### config.mk
export PLATFORM = sky130hd
export DESIGN_NAME = cla_adder_pipe
export DESIGN_NICKNAME = d
export VERILOG_FILES = /design/src/rtl/cla_adder_pipe_pkg.sv /design/src/rtl/cla_adder_pipe_group.sv /design/src/rtl/cla_adder_pipe.sv
export SDC_FILE = /design/constraint.sdc
export NUM_CORES = 1
export LEC_CHECK = 0
export ABC_AREA = 1
export CAP_MARGIN = 20
export CORE_MARGIN = 2
export CORE_UTILIZATION = 34
export CTS_CLUSTER_SIZE = 30
export DETAILED_ROUTE_END_ITERATION = 16
export GPL_ROUTABILITY_DRIVEN = 0
export GPL_TIMING_DRIVEN = 0
export PLACE_DENSITY_LB_ADDON = 0.25
export SLEW_MARGIN = 25
export SYNTH_ARGS = -nofsm -noshare
export SYNTH_HDL_FRONTEND = slang
export SYNTH_SLANG_ARGS = --single-unit
### constraint.sdc
create_clock -name clk -period 2.19 [get_ports clk]
set_clock_uncertainty 0.05 [all_clocks]
set_input_delay 0.438 -clock clk [delete_from_list [all_inputs] [get_ports clk]]
set_output_delay 0.438 -clock clk [all_outputs]
set_load 0.02 [all_outputs]
### src/rtl/cla_adder_pipe_pkg.sv
// Shared constants for the pipelined carry-lookahead add/subtract unit.
// Holds the operation encodings and the group-count helper used at elaboration.
package cla_adder_pipe_pkg;

   localparam logic OP_ADD = 1'b0;
   localparam logic OP_SUB = 1'b1;

   function automatic int n_groups(input int width, input int group);
      return width / group;
   endfunction

endpackage

### src/rtl/cla_adder_pipe_group.sv
// First-level carry-lookahead group: GROUP-bit sum plus group generate/propagate.
// Every internal carry is a flat sum-of-products of g/p terms rather than a ripple chain.
module cla_group #(
   parameter int GROUP = 4
) (
   input  logic [GROUP-1:0] a,
   input  logic [GROUP-1:0] b,
   input  logic             cin,
   output logic [GROUP-1:0] sum,
   output logic             group_g,
   output logic             group_p
);

   logic [GROUP-1:0] g_s;
   logic [GROUP-1:0] p_s;
   logic [GROUP:0]   c_s;
   logic             term_v;
   logic             acc_v;
   logic             gterm_v;
   logic             gacc_v;

   assign g_s = a & b;
   assign p_s = a ^ b;

   // Bit carries: c[i] = cin&P[i-1:0] | OR_j g[j]&P[i-1:j+1]
   always_comb begin
      c_s    = {(GROUP+1){1'b0}};
      term_v = 1'b0;
      acc_v  = 1'b0;
      c_s[0] = cin;
      for (int i = 1; i <= GROUP; i++) begin
         term_v = cin;
         for (int m = 0; m < i; m++) begin
            term_v = term_v & p_s[m];
         end
         acc_v = term_v;
         for (int j = 0; j < i; j++) begin
            term_v = g_s[j];
            for (int m = j + 1; m < i; m++) begin
               term_v = term_v & p_s[m];
            end
            acc_v = acc_v | term_v;
         end
         c_s[i] = acc_v;
      end
   end

   // Group generate/propagate feeding the second-level lookahead unit
   always_comb begin
      gterm_v = 1'b0;
      gacc_v  = 1'b0;
      for (int j = 0; j < GROUP; j++) begin
         gterm_v = g_s[j];
         for (int m = j + 1; m < GROUP; m++) begin
            gterm_v = gterm_v & p_s[m];
         end
         gacc_v = gacc_v | gterm_v;
      end
   end

   assign group_g = gacc_v;
   assign group_p = &p_s;
   assign sum     = p_s ^ c_s[GROUP-1:0];

endmodule

### src/rtl/cla_adder_pipe.sv
// Two-stage pipelined carry-lookahead add/subtract with valid/ready on both sides.
// Stage 1 registers conditioned operands and group G/P; stage 2 registers sum and flags.
module cla_adder_pipe
   import cla_adder_pipe_pkg::*;
#(
   parameter int WIDTH = 16,
   parameter int GROUP = 4,
   parameter int TAG_W = 4
) (
   input  logic             clk,
   input  logic             rst,
   input  logic             in_valid,
   output logic             in_ready,
   input  logic [WIDTH-1:0] in_a,
   input  logic [WIDTH-1:0] in_b,
   input  logic             in_cin,
   input  logic             in_op,
   input  logic [TAG_W-1:0] in_tag,
   output logic             out_valid,
   input  logic             out_ready,
   output logic [WIDTH-1:0] out_sum,
   output logic             out_cout,
   output logic             out_ovf,
   output logic             out_zero,
   output logic [TAG_W-1:0] out_tag
);

   localparam int NG = n_groups(WIDTH, GROUP);

   if ((WIDTH % GROUP) != 0) begin : g_width_chk
      $error("cla_adder_pipe: WIDTH must be a multiple of GROUP");
   end
   if ((GROUP < 2) || (GROUP > 8)) begin : g_group_chk
      $error("cla_adder_pipe: GROUP must be in 2..8");
   end
   if (TAG_W < 1) begin : g_tag_chk
      $error("cla_adder_pipe: TAG_W must be at least 1");
   end

   logic [WIDTH-1:0] b_eff_s;
   logic             c0_s;
   logic [NG-1:0]    g1_s;
   logic [NG-1:0]    p1_s;
   logic [WIDTH-1:0] unused_s1_sum;
   logic [NG-1:0]    unused_s2_g;
   logic [NG-1:0]    unused_s2_p;

   logic             s1_valid_d, s1_valid_q;
   logic [WIDTH-1:0] s1_a_d, s1_a_q;
   logic [WIDTH-1:0] s1_b_d, s1_b_q;
   logic             s1_c0_d, s1_c0_q;
   logic [TAG_W-1:0] s1_tag_d, s1_tag_q;
   logic [NG-1:0]    s1_g_d, s1_g_q;
   logic [NG-1:0]    s1_p_d, s1_p_q;

   logic [NG:0]      carry_s;
   logic             la_term_v;
   logic             la_acc_v;
   logic [WIDTH-1:0] sum_s;
   logic             cout_s;
   logic             msb_cin_s;
   logic             ovf_s;
   logic             zero_s;

   logic             s2_valid_d, s2_valid_q;
   logic [WIDTH-1:0] sum_d, sum_q;
   logic             cout_d, cout_q;
   logic             ovf_d, ovf_q;
   logic             zero_d, zero_q;
   logic [TAG_W-1:0] tag_d, tag_q;

   logic             s2_adv_s;
   logic             s1_adv_s;

   // Subtraction is a + ~b + ~borrow, so invert b and the carry-in for SUB
   always_comb begin
      b_eff_s = in_b;
      c0_s    = in_cin;
      if (in_op == OP_SUB) begin
         b_eff_s = ~in_b;
         c0_s    = ~in_cin;
      end else begin
         b_eff_s = in_b;
         c0_s    = in_cin;
      end
   end

   for (genvar k = 0; k < NG; k++) begin : g_grp
      cla_group #(.GROUP(GROUP)) u_gp (
         .a       (in_a[k*GROUP +: GROUP]),
         .b       (b_eff_s[k*GROUP +: GROUP]),
         .cin     (1'b0),
         .sum     (unused_s1_sum[k*GROUP +: GROUP]),
         .group_g (g1_s[k]),
         .group_p (p1_s[k])
      );
      cla_group #(.GROUP(GROUP)) u_sum (
         .a       (s1_a_q[k*GROUP +: GROUP]),
         .b       (s1_b_q[k*GROUP +: GROUP]),
         .cin     (carry_s[k]),
         .sum     (sum_s[k*GROUP +: GROUP]),
         .group_g (unused_s2_g[k]),
         .group_p (unused_s2_p[k])
      );
   end

   assign s2_adv_s = ~s2_valid_q | out_ready;
   assign s1_adv_s = ~s1_valid_q | s2_adv_s;
   assign in_ready = s1_adv_s;

   // Stage 1 next state: load on input accept, drop valid when draining with no new op
   always_comb begin
      s1_valid_d = s1_valid_q;
      s1_a_d     = s1_a_q;
      s1_b_d     = s1_b_q;
      s1_c0_d    = s1_c0_q;
      s1_tag_d   = s1_tag_q;
      s1_g_d     = s1_g_q;
      s1_p_d     = s1_p_q;
      if (s1_adv_s) begin
         s1_valid_d = in_valid;
         if (in_valid) begin
            s1_a_d   = in_a;
            s1_b_d   = b_eff_s;
            s1_c0_d  = c0_s;
            s1_tag_d = in_tag;
            s1_g_d   = g1_s;
            s1_p_d   = p1_s;
         end else begin
            s1_a_d   = s1_a_q;
            s1_tag_d = s1_tag_q;
         end
      end else begin
         s1_valid_d = s1_valid_q;
      end
   end

   // Second-level lookahead: each group carry is flat over registered G/P and c0
   always_comb begin
      carry_s    = {(NG+1){1'b0}};
      la_term_v  = 1'b0;
      la_acc_v   = 1'b0;
      carry_s[0] = s1_c0_q;
      for (int k = 1; k <= NG; k++) begin
         la_term_v = s1_c0_q;
         for (int m = 0; m < k; m++) begin
            la_term_v = la_term_v & s1_p_q[m];
         end
         la_acc_v = la_term_v;
         for (int j = 0; j < k; j++) begin
            la_term_v = s1_g_q[j];
            for (int m = j + 1; m < k; m++) begin
               la_term_v = la_term_v & s1_p_q[m];
            end
            la_acc_v = la_acc_v | la_term_v;
         end
         carry_s[k] = la_acc_v;
      end
   end

   assign cout_s    = carry_s[NG];
   assign msb_cin_s = sum_s[WIDTH-1] ^ s1_a_q[WIDTH-1] ^ s1_b_q[WIDTH-1];
   assign ovf_s     = msb_cin_s ^ cout_s;
   assign zero_s    = (sum_s == {WIDTH{1'b0}});

   // Stage 2 next state: results freeze under backpressure, valid clears after handoff
   always_comb begin
      s2_valid_d = s2_valid_q;
      sum_d      = sum_q;
      cout_d     = cout_q;
      ovf_d      = ovf_q;
      zero_d     = zero_q;
      tag_d      = tag_q;
      if (s2_adv_s) begin
         s2_valid_d = s1_valid_q;
         if (s1_valid_q) begin
            sum_d  = sum_s;
            cout_d = cout_s;
            ovf_d  = ovf_s;
            zero_d = zero_s;
            tag_d  = s1_tag_q;
         end else begin
            sum_d = sum_q;
            tag_d = tag_q;
         end
      end else begin
         s2_valid_d = s2_valid_q;
      end
   end

   // Pipeline registers with synchronous reset discarding in-flight ops
   always_ff @(posedge clk) begin
      if (rst) begin
         s1_valid_q <= 1'b0;
         s1_a_q     <= {WIDTH{1'b0}};
         s1_b_q     <= {WIDTH{1'b0}};
         s1_c0_q    <= 1'b0;
         s1_tag_q   <= {TAG_W{1'b0}};
         s1_g_q     <= {NG{1'b0}};
         s1_p_q     <= {NG{1'b0}};
         s2_valid_q <= 1'b0;
         sum_q      <= {WIDTH{1'b0}};
         cout_q     <= 1'b0;
         ovf_q      <= 1'b0;
         zero_q     <= 1'b0;
         tag_q      <= {TAG_W{1'b0}};
      end else begin
         s1_valid_q <= s1_valid_d;
         s1_a_q     <= s1_a_d;
         s1_b_q     <= s1_b_d;
         s1_c0_q    <= s1_c0_d;
         s1_tag_q   <= s1_tag_d;
         s1_g_q     <= s1_g_d;
         s1_p_q     <= s1_p_d;
         s2_valid_q <= s2_valid_d;
         sum_q      <= sum_d;
         cout_q     <= cout_d;
         ovf_q      <= ovf_d;
         zero_q     <= zero_d;
         tag_q      <= tag_d;
      end
   end

   assign out_valid = s2_valid_q;
   assign out_sum   = sum_q;
   assign out_cout  = cout_q;
   assign out_ovf   = ovf_q;
   assign out_zero  = zero_q;
   assign out_tag   = tag_q;

endmodule

== After elaboration in Yosys (flattened, before gate mapping) ==
Index checks and enable logic that the tools add are counted.

* Flip-flop bits (word level): 70
* Input bits: 42
* Output and inout bits: 25
* Word-level logic and storage cells: 155

* Multiplexer cells: 2
* Bitwise gates (word level): 133
* Reductions and logical operators: 7

{| class="wikitable"
|+ Operators by type and width
! kind !! count
|-
| 1-bit bitwise AND || 58
|-
| 1-bit bitwise OR || 48
|-
| 4-bit bitwise XOR || 12
|-
| 4-bit bitwise AND || 4
|-
| 16-bit logical NOT || 1
|-
| 16-bit two-way mux || 1
|-
| 16-bit inverter || 1
|-
| 4-bit AND reduction || 4
|-
| 3-bit bitwise AND || 4
|-
| 2-bit AND reduction || 2
|-
| 1-bit inverter || 3
|-
| 1-bit bitwise XOR || 3
|-
| 1-bit two-way mux || 1
|}

== Logic depth before layout (Yosys ltp) ==
Gate-level depths: netlist of run 1.

* Word-level depth: 16
* Depth in mapped cells: 13
* Depth with buffers taken out: 13

== By module ==
A second synthesis of run 1 with hierarchy kept.

* Cell total of the unflattened synthesis: 619
* Area total of the unflattened synthesis: 4,473.0 um2

{| class="wikitable"
|+ By module, submodules not included
! module !! instances !! cells an instance !! area an instance (um2) !! seq. area each (um2)
|-
| cla_adder_pipe || 1 || 347 || 2,743.9 || 1,401.3
|-
| cla_group at g_grp[0].u_sum ... || 7 || 34 || 216.5 || 0.0
|-
| cla_group at g_grp[0].u_gp || 1 || 34 || 214.0 || 0.0
|}

== Worst setup path before layout of run 1 ==
No wires, ideal clock.

* Kind: register -> register
* Start point: register s1_c0_q
* End point: register zero_q (netlist: out_zero)
* Library setup time: 66 ps
* Data arrival time: 1,893 ps
* Data required time: 2,074 ps
* Setup slack: 181 ps
* Cell stages (with the launch flop): 12
* Path buffers: 0
* Period minus slack after synthesis: 2,009 ps
* Cells stage by stage: dfxtp_1 -> a21o_1 -> a21o_1 -> fa_1 -> nor2_1 -> and2_0 -> nand2_1 -> nor2_1 -> nand2_1 -> nor3_2 -> nand2_1 -> a21oi_2

* Elaborated cells between the ends (all ways): 50
* Those cells by class: bitwise (49); reduce/logical (1)

{| class="wikitable"
|+ RTL lines
! what !! line !! source
|-
| start, declared || cla_adder_pipe.sv:51 || <nowiki>logic s1_c0_d, s1_c0_q;</nowiki>
|-
| start signal, assigned || cla_adder_pipe.sv:197 || <nowiki>s1_c0_q <= 1'b0;</nowiki>
|-
| start signal, assigned || cla_adder_pipe.sv:211 || <nowiki>s1_c0_q <= s1_c0_d;</nowiki>
|-
| 1-bit bitwise AND (2 in series) || cla_adder_pipe.sv:147 || <nowiki>la_term_v = la_term_v & s1_p_q[m];</nowiki>
|-
| 1-bit bitwise OR (2 in series) || cla_adder_pipe.sv:155 || <nowiki>la_acc_v = la_acc_v | la_term_v;</nowiki>
|-
| 4-bit bitwise XOR || cla_adder_pipe_group.sv:63 || <nowiki>assign sum = p_s ^ c_s[GROUP-1:0];</nowiki>
|-
| net g_grp[2].u_sum.sum[0] || cla_adder_pipe_group.sv:9 || <nowiki>output logic [GROUP-1:0] sum,</nowiki>
|-
| 16-bit logical NOT || cla_adder_pipe.sv:164 || <nowiki>assign zero_s = (sum_s == {WIDTH{1'b0}});</nowiki>
|-
| end signal, assigned || cla_adder_pipe.sv:219 || <nowiki>zero_q <= zero_d;</nowiki>
|-
| end, declared || cla_adder_pipe.sv:69 || <nowiki>logic zero_d, zero_q;</nowiki>
|}

The timed path passes the listed nets, and every way through them passes these cells.
A chain may end at the register's enable or synchronous reset.

== Final worst setup path of run 1 ==
* Start point: input out_ready
* End point: output in_ready

* Cells in the longest elaborated chain, start to end: 2

{| class="wikitable"
|+ RTL lines
! what !! line !! source
|-
| start, declared || cla_adder_pipe.sv:20 || <nowiki>input logic out_ready,</nowiki>
|-
| 1-bit bitwise OR || cla_adder_pipe.sv:107 || <nowiki>assign s2_adv_s = ~s2_valid_q | out_ready;</nowiki>
|-
| 1-bit bitwise OR || cla_adder_pipe.sv:108 || <nowiki>assign s1_adv_s = ~s1_valid_q | s2_adv_s;</nowiki>
|-
| end, declared || cla_adder_pipe.sv:13 || <nowiki>output logic in_ready,</nowiki>
|}

Every way passes these cells.

==> results.cfg, run 1 <==
[run_status]
status = finished clean

[layout]
synthToLayoutAreaGrowth_pct = 28.3
nNetsFinal = 621
drive_gt1_frac = 0.0821
fin_cells = 684
final_cell_area_sq_um = 4660
diodes = 0
fillerInstances = 1055

[setup_path]
cp.buffers_inverters = 3
crit_required_ns = 1.70
crit_cells = 4
crit_fanout = 3
cp-start-kind = primary input
cp_slowest_cell = clkdlybuf4s50_1
cp_top_family = buffers and inverters
critical_path_class = primary input to primary output
r2r_cells = 11
endpoint_kind = primary output
cp_slowest_stage_delay_ns = 0.60
crit_chain = clkdlybuf4s50_1, inv_1, nand3_2, clkdlybuf4s50_1
worstPathArrival_ns = 1.65
crit_top_cell = clkdlybuf4s50_1

[synthesis]
synth-seq-area-share = 0.386
yosys.cell_types.count = 31
synth_edf_count = 0
yosysTopAreaCellShare = 0.386
synth.most_common_cell = nand2_1
synthFlopType = dfxtp_1
syn_area_sq_um = 3630
netlist_instances = 465
yosys_warnings = 0
ys_ff_latch = 70
synth_area_leaders = dfxtp_1, ha_1, nand2_1
async_flop_share = 0
syn_nets = 543
yosys-top-cells-count = nand2_1, nor2_1, dfxtp_1
synth_area_per_cell_sq_um = 7.82
netlist.top_cell.by_area = dfxtp_1

[cts]
clock_latency_ns = 0.36
numCtsBuffers = 9
cts_tree = done
clockRootBuffer = clkbuf_8
postCtsHoldBufs = 0
clk_pin_slew_worst_paths_ns = 0.07
h-tree-depth = 3
cts_sinks = 70
clock_path_buffers = 2

[floorplan]
num_rows = 37
die_h_um = 107
start_util = 0.351
ios = 67
die_x_um = 107
core_sq_um = 10400
die_area_sq_um = 11500

[detailed_routing]
wl_mm = 9.56
drt_pass1_iterations = 4
drc = 0
antenna_left = 0
vias = 3320
wl_per_cell_um = 14.0
vias_per_cell = 4.85
drtIter0Drc = 140

[grt]
grt_pass1_vias = 3100
grt_max_degree = 12
grt_remaining_overflow = 0
grt_pass1_wl_mm = 15.2
track_usage = 0.172
antenna_found_initial = 0

[placed_design]
placedCellCount = 665
port_buffers = 64
dp_hpwl_mm = 7.33
placed_area_sq_um = 4450

[sta]
final-max-slew-violation-count = 0
hold_slack_ns = 0.349
period_needed_ns = 2.14
period_share = 0.978
setup_violations = 0
fmax_mhz = 467
relSlewSlack = 0.619
final-hold-violation-count = 0
rsz0062_at_grt = yes
max_slew.worst_pin.slew_ns = 0.572

[power_and_ir_drop]
vdd_drop_max_uv = 290
leakage_nw = 2.10
power_density_nw_per_um2 = 684

[worst_hold_path]
holdPathStages = 2
min_path_type = primary input to flip-flop

[flow_run]
drv_cap = 0
[what timing repair did]
action / in CTS / in global routing
setup endpoints to repair: 1 / 1
pin swaps: 1 / 5
buffers inserted: 0 / 3
gates resized for setup: 1 / 4
[cell usage in the layout (no fill, tap or decap), drive strengths merged]
| master | n |
|---|---|
| and3 | 2 |
| nor2 | 75 |
| clkinvlp | 1 |
| xor2 | 17 |
| nand3b | 1 |
| a211oi | 2 |
| o21ai | 46 |
| clkinv | 3 |
| ha | 32 |
| fa | 4 |
| nand2 | 81 |
| a21oi | 27 |
| nand4 | 9 |
| clkbuf | 20 |
| nor3 | 1 |
| inv | 36 |
| dfxtp | 70 |
| buf | 18 |
| and2 | 1 |
| a31oi | 4 |
| clkdlybuf4s50 | 64 |
| nand3 | 15 |
| o211ai | 10 |
| a21o | 2 |
| a32oi | 2 |
| xnor2 | 5 |
[through the flow]
step / setup slack [ns] / utilization / TNS (ns) / power (mW)
after floorplan: 0.181 / - / 0 / 1.90
after global placement: -0.0362 / 0.429 / -0.0362 / 2.19
after detailed placement: -0.0746 / 0.429 / -0.0746 / 2.21
after CTS: 0.00146 / 0.447 / 0 / 3.20
after global routing: -0.0386 / 0.450 / -0.0386 / 3.36
final: 0.0486 / 0.450 / 0 / 3.19
[registers in the layout (all words and copies together), names as in the netlist]
name / flops
out_cout: 1
out_ovf: 1
out_sum: 16
out_tag: 4
out_valid: 1
out_zero: 1
s1_a_q: 16
s1_b_q: 16
s1_c0_q: 1
s1_g_q: 4
s1_p_q: 4
s1_tag_q: 4
s1_valid_q: 1
[layout make-up]
type / count / area [sq um] / share of cell area
clock buffer: 13 / 169 / 0.0362
timing repair buffer: 67 / 663 / 0.142
multi-input combinational: 336 / 1970 / 0.423
tap: 136 / 170 / 0.0365
buffer: 22 / 125 / 0.0268
sequential: 70 / 1410 / 0.302
inverter: 37 / 139 / 0.0298
clock inverter: 3 / 17.5 / 0.00376
[report_power, final]
part	switching, mW	total [mW]	internal (mW)
Combinational	0.418	0.752	0.333
Sequential	0.0618	1.43	1.37
Clock	0.502	1.00	0.501
Total	0.983	3.19	2.20
[worst paths after layout]
| kind | to | from | slack, ns |
|---|---|---|---|
| hold / removal | out_zero | rst | 0.35 |
| setup reg to reg | out_zero | s1_p_q[0] | 0.10 |
| setup / recovery | in_ready | out_ready | 0.05 |
| hold reg to reg | s1_b_q[5] | s1_b_q[5] | 0.42 |
[per-layer routing]
layer | vias up | share of wire | GRT usage
met2 | 105 | 0.46 | 0.273
met3 | 14 | 0.081 | 0.0333
met1 | 1512 | 0.44 | 0.227
met4 | 0 | 0.018 | 0.0806
met5 | - | 0 | 0
li1 | 1689 | - | -
[worst register-to-register path: cells and delay by family (launching register included)]
family,cells,cell delay (ns)
simple gates,7,0.61
fa+ha+maj,1,0.50
compound gates,3,0.53
flops,1,0.33
[cell families after synthesis]
kind of cell    count (synthesis)  synth area share
simple gates                  185             0.213
compound gates                 93             0.143
flops                          70             0.386
buf+inv                        59            0.0726
fa+ha+maj                      36             0.132
xor+xnor                       22            0.0530
Power figures use the tool's default switching activity.
==> inputs of run 2 (changes only) <==
--- a/config.mk
+++ b/config.mk
@@ -11,2 +11,3 @@
 export CORE_UTILIZATION = 34
+export CTS_BUF_LIST = sky130_fd_sc_hd__clkbuf_2
 export CTS_CLUSTER_SIZE = 30
--- a/constraint.sdc
+++ b/constraint.sdc
@@ -4,2 +4,2 @@
 set_output_delay 0.438 -clock clk [all_outputs]
-set_load 0.02 [all_outputs]
+set_load 0.01 [all_outputs]
==> results.cfg, run 2 (same netlist as run 1, synthesis figures left out) <==
[run_status]
status = finished clean

[floorplan]
start_util = 0.351
die_x_um = 107
num_rows = 37
die_area_sq_um = 11500
ios = 67
die_h_um = 107
core_sq_um = 10400

[grt]
grt_pass1_vias = 3091
track_usage = 0.171
antenna_found_initial = 0
grt_max_degree = 12
grt_pass1_wl_mm = 15.1
grt_remaining_overflow = 0

[layout]
fin_cells = 684
drive_gt1_frac = 0.0785
final_cell_area_sq_um = 4550
multi_input_area_sq_um = 1970
diodes = 0
ff_latch_area_sq_um = 1410
nNetsFinal = 621
fillerInstances = 1069
synthToLayoutAreaGrowth_pct = 25.3
layout.cells.most_common_list = nand2_1, nor2_1, dfxtp_1
final_common_cell = nand2_1

[detailed_routing]
wl_mm = 9.51
antenna_left = 0
wl_per_cell_um = 13.9
wl_met1_mm = 4.43
met2_wirelength_mm = 4.38
drt_pass1_iterations = 6
drc = 0
drtIter0Drc = 118
vias_per_cell = 4.84
top_layer_used = met4
wl_met3_um = 596
vias = 3310

[power_and_ir_drop]
switching_share = 0.334
pwr-share-clk = 0.220
power_density_nw_per_um2 = 608
vdd_drop_max_uv = 212
pwr-share-seq = 0.518
p_int_mw = 1.84
power_frac_comb = 0.262
p_sw_mw = 0.923
leakage_nw = 2.06
totalPowerFinal_mw = 2.77

[setup_path]
crit_required_ns = 2.59
crit_chain = a21o_1, a21o_1, fa_2, nor2_1, and2_1, nand2_1, nor2_1, nand2_1, nor3_2, nand2_1, a21oi_2
worstPathArrival_ns = 2.54
r2r_cells = 11
critical_path_class = flip-flop to flip-flop
rrSetupSlack_ns = 0.06
endpoint_kind = flip-flop
cp_slowest_stage_delay_ns = 0.49
cp-start-kind = flip-flop
crit_top_cell = nand2_1
crit_fanout = 3
worstReg2RegEnd = out_zero
cp_slowest_cell = fa_2
rr_startpoint = s1_p_q[0]

[placed_design]
placedCellCount = 665
dp_hpwl_mm = 7.33
pre_cts_slack_ns = -0.0746
placed_area_sq_um = 4450
port_buffers = 64

[cts]
h-tree-depth = 3
clock_latency_ns = 0.53
cts_tree = done
clk_pin_slew_worst_paths_ns = 0.21
cts_sinks = 70
clock_path_buffers = 2
clockRootBuffer = clkbuf_2
postCtsHoldBufs = 0
numCtsBuffers = 9

[sta]
fin_ws_ns = 0.0564
max_slew.worst_pin.slew_ns = 0.555
final-max-slew-violation-count = 0
period_needed_ns = 2.13
setup_violations = 0
period_share = 0.974
fmax_mhz = 469
rsz0062_at_grt = yes
relSlewSlack = 0.630
final-hold-violation-count = 0

[worst_hold_path]
min_path_type = primary input to flip-flop
min_from = rst
holdPathStages = 2
min_to = s1_valid_q

[flow_run]
drv_cap = 0
[run 2: area by class of cell]
| class | instances | area share |
|---|---|---|
| Inverter | 37 | 0.0305 |
| Multi-Input combinational cell | 336 | 0.433 |
| Sequential cell | 70 | 0.309 |
| Buffer | 22 | 0.0275 |
| Clock buffer | 10 | 0.0110 |
| Tap cell | 136 | 0.0374 |
| Timing Repair Buffer | 67 | 0.146 |
| Clock inverter | 6 | 0.00632 |
[run 2: worst max-delay path: cells and delay by family, from the launching register on]
family / cells / cell delay, ns
and+or+nand+nor: 7 / 0.60
AOI/OAI and AO/OA: 3 / 0.53
adders and majority gates: 1 / 0.49
DFF: 1 / 0.37
[run 2: per-stage QoR]
step                 util  hold slack, ns  setup TNS [ns]
CTS                 0.437           0.160               0
detailed placement  0.429           0.408         -0.0746
finish              0.439           0.177               0
global route        0.439           0.150         -0.0735
floorplan               -           0.394               0
global placement    0.429           0.403         -0.0362
[run 2: worst max-delay path by stage]
stage / slack (ns) / cells after the start / startpoint / to
final: 0.06 / 11 / s1_p_q[0] / out_zero
after global routing: -0.07 / 11 / s1_p_q[0] / out_zero
after CTS: 0.03 / 11 / s1_c0_q / out_zero
after detailed placement: -0.07 / 11 / s1_c0_q / out_zero
after global placement: -0.04 / 11 / s1_c0_q / out_zero
after floorplan: 0.18 / 11 / s1_c0_q / out_zero
[run 2: what timing repair did]
action	in CTS	in global routing
gates resized for setup	2	3
endpoints found under the hold margin	0	0
buffers inserted	0	3
endpoints found under the setup margin	1	1
pin swaps	1	5
[run 2: power by group through the flow]
stage	clock (mW)	sequential, mW	combinational [mW]
global placement	0	1.46	0.705
floorplan	0	1.47	0.414
detailed placement	0	1.46	0.718
global route	0.684	1.45	0.812
finish	0.608	1.43	0.726
CTS	0.621	1.44	0.722
[run 2: metal layers]
metal  up-vias  GRT usage
li1       1691          -
met1      1524      0.228
met2        87      0.274
met3         8     0.0278
met4         0     0.0687
met5         -          0
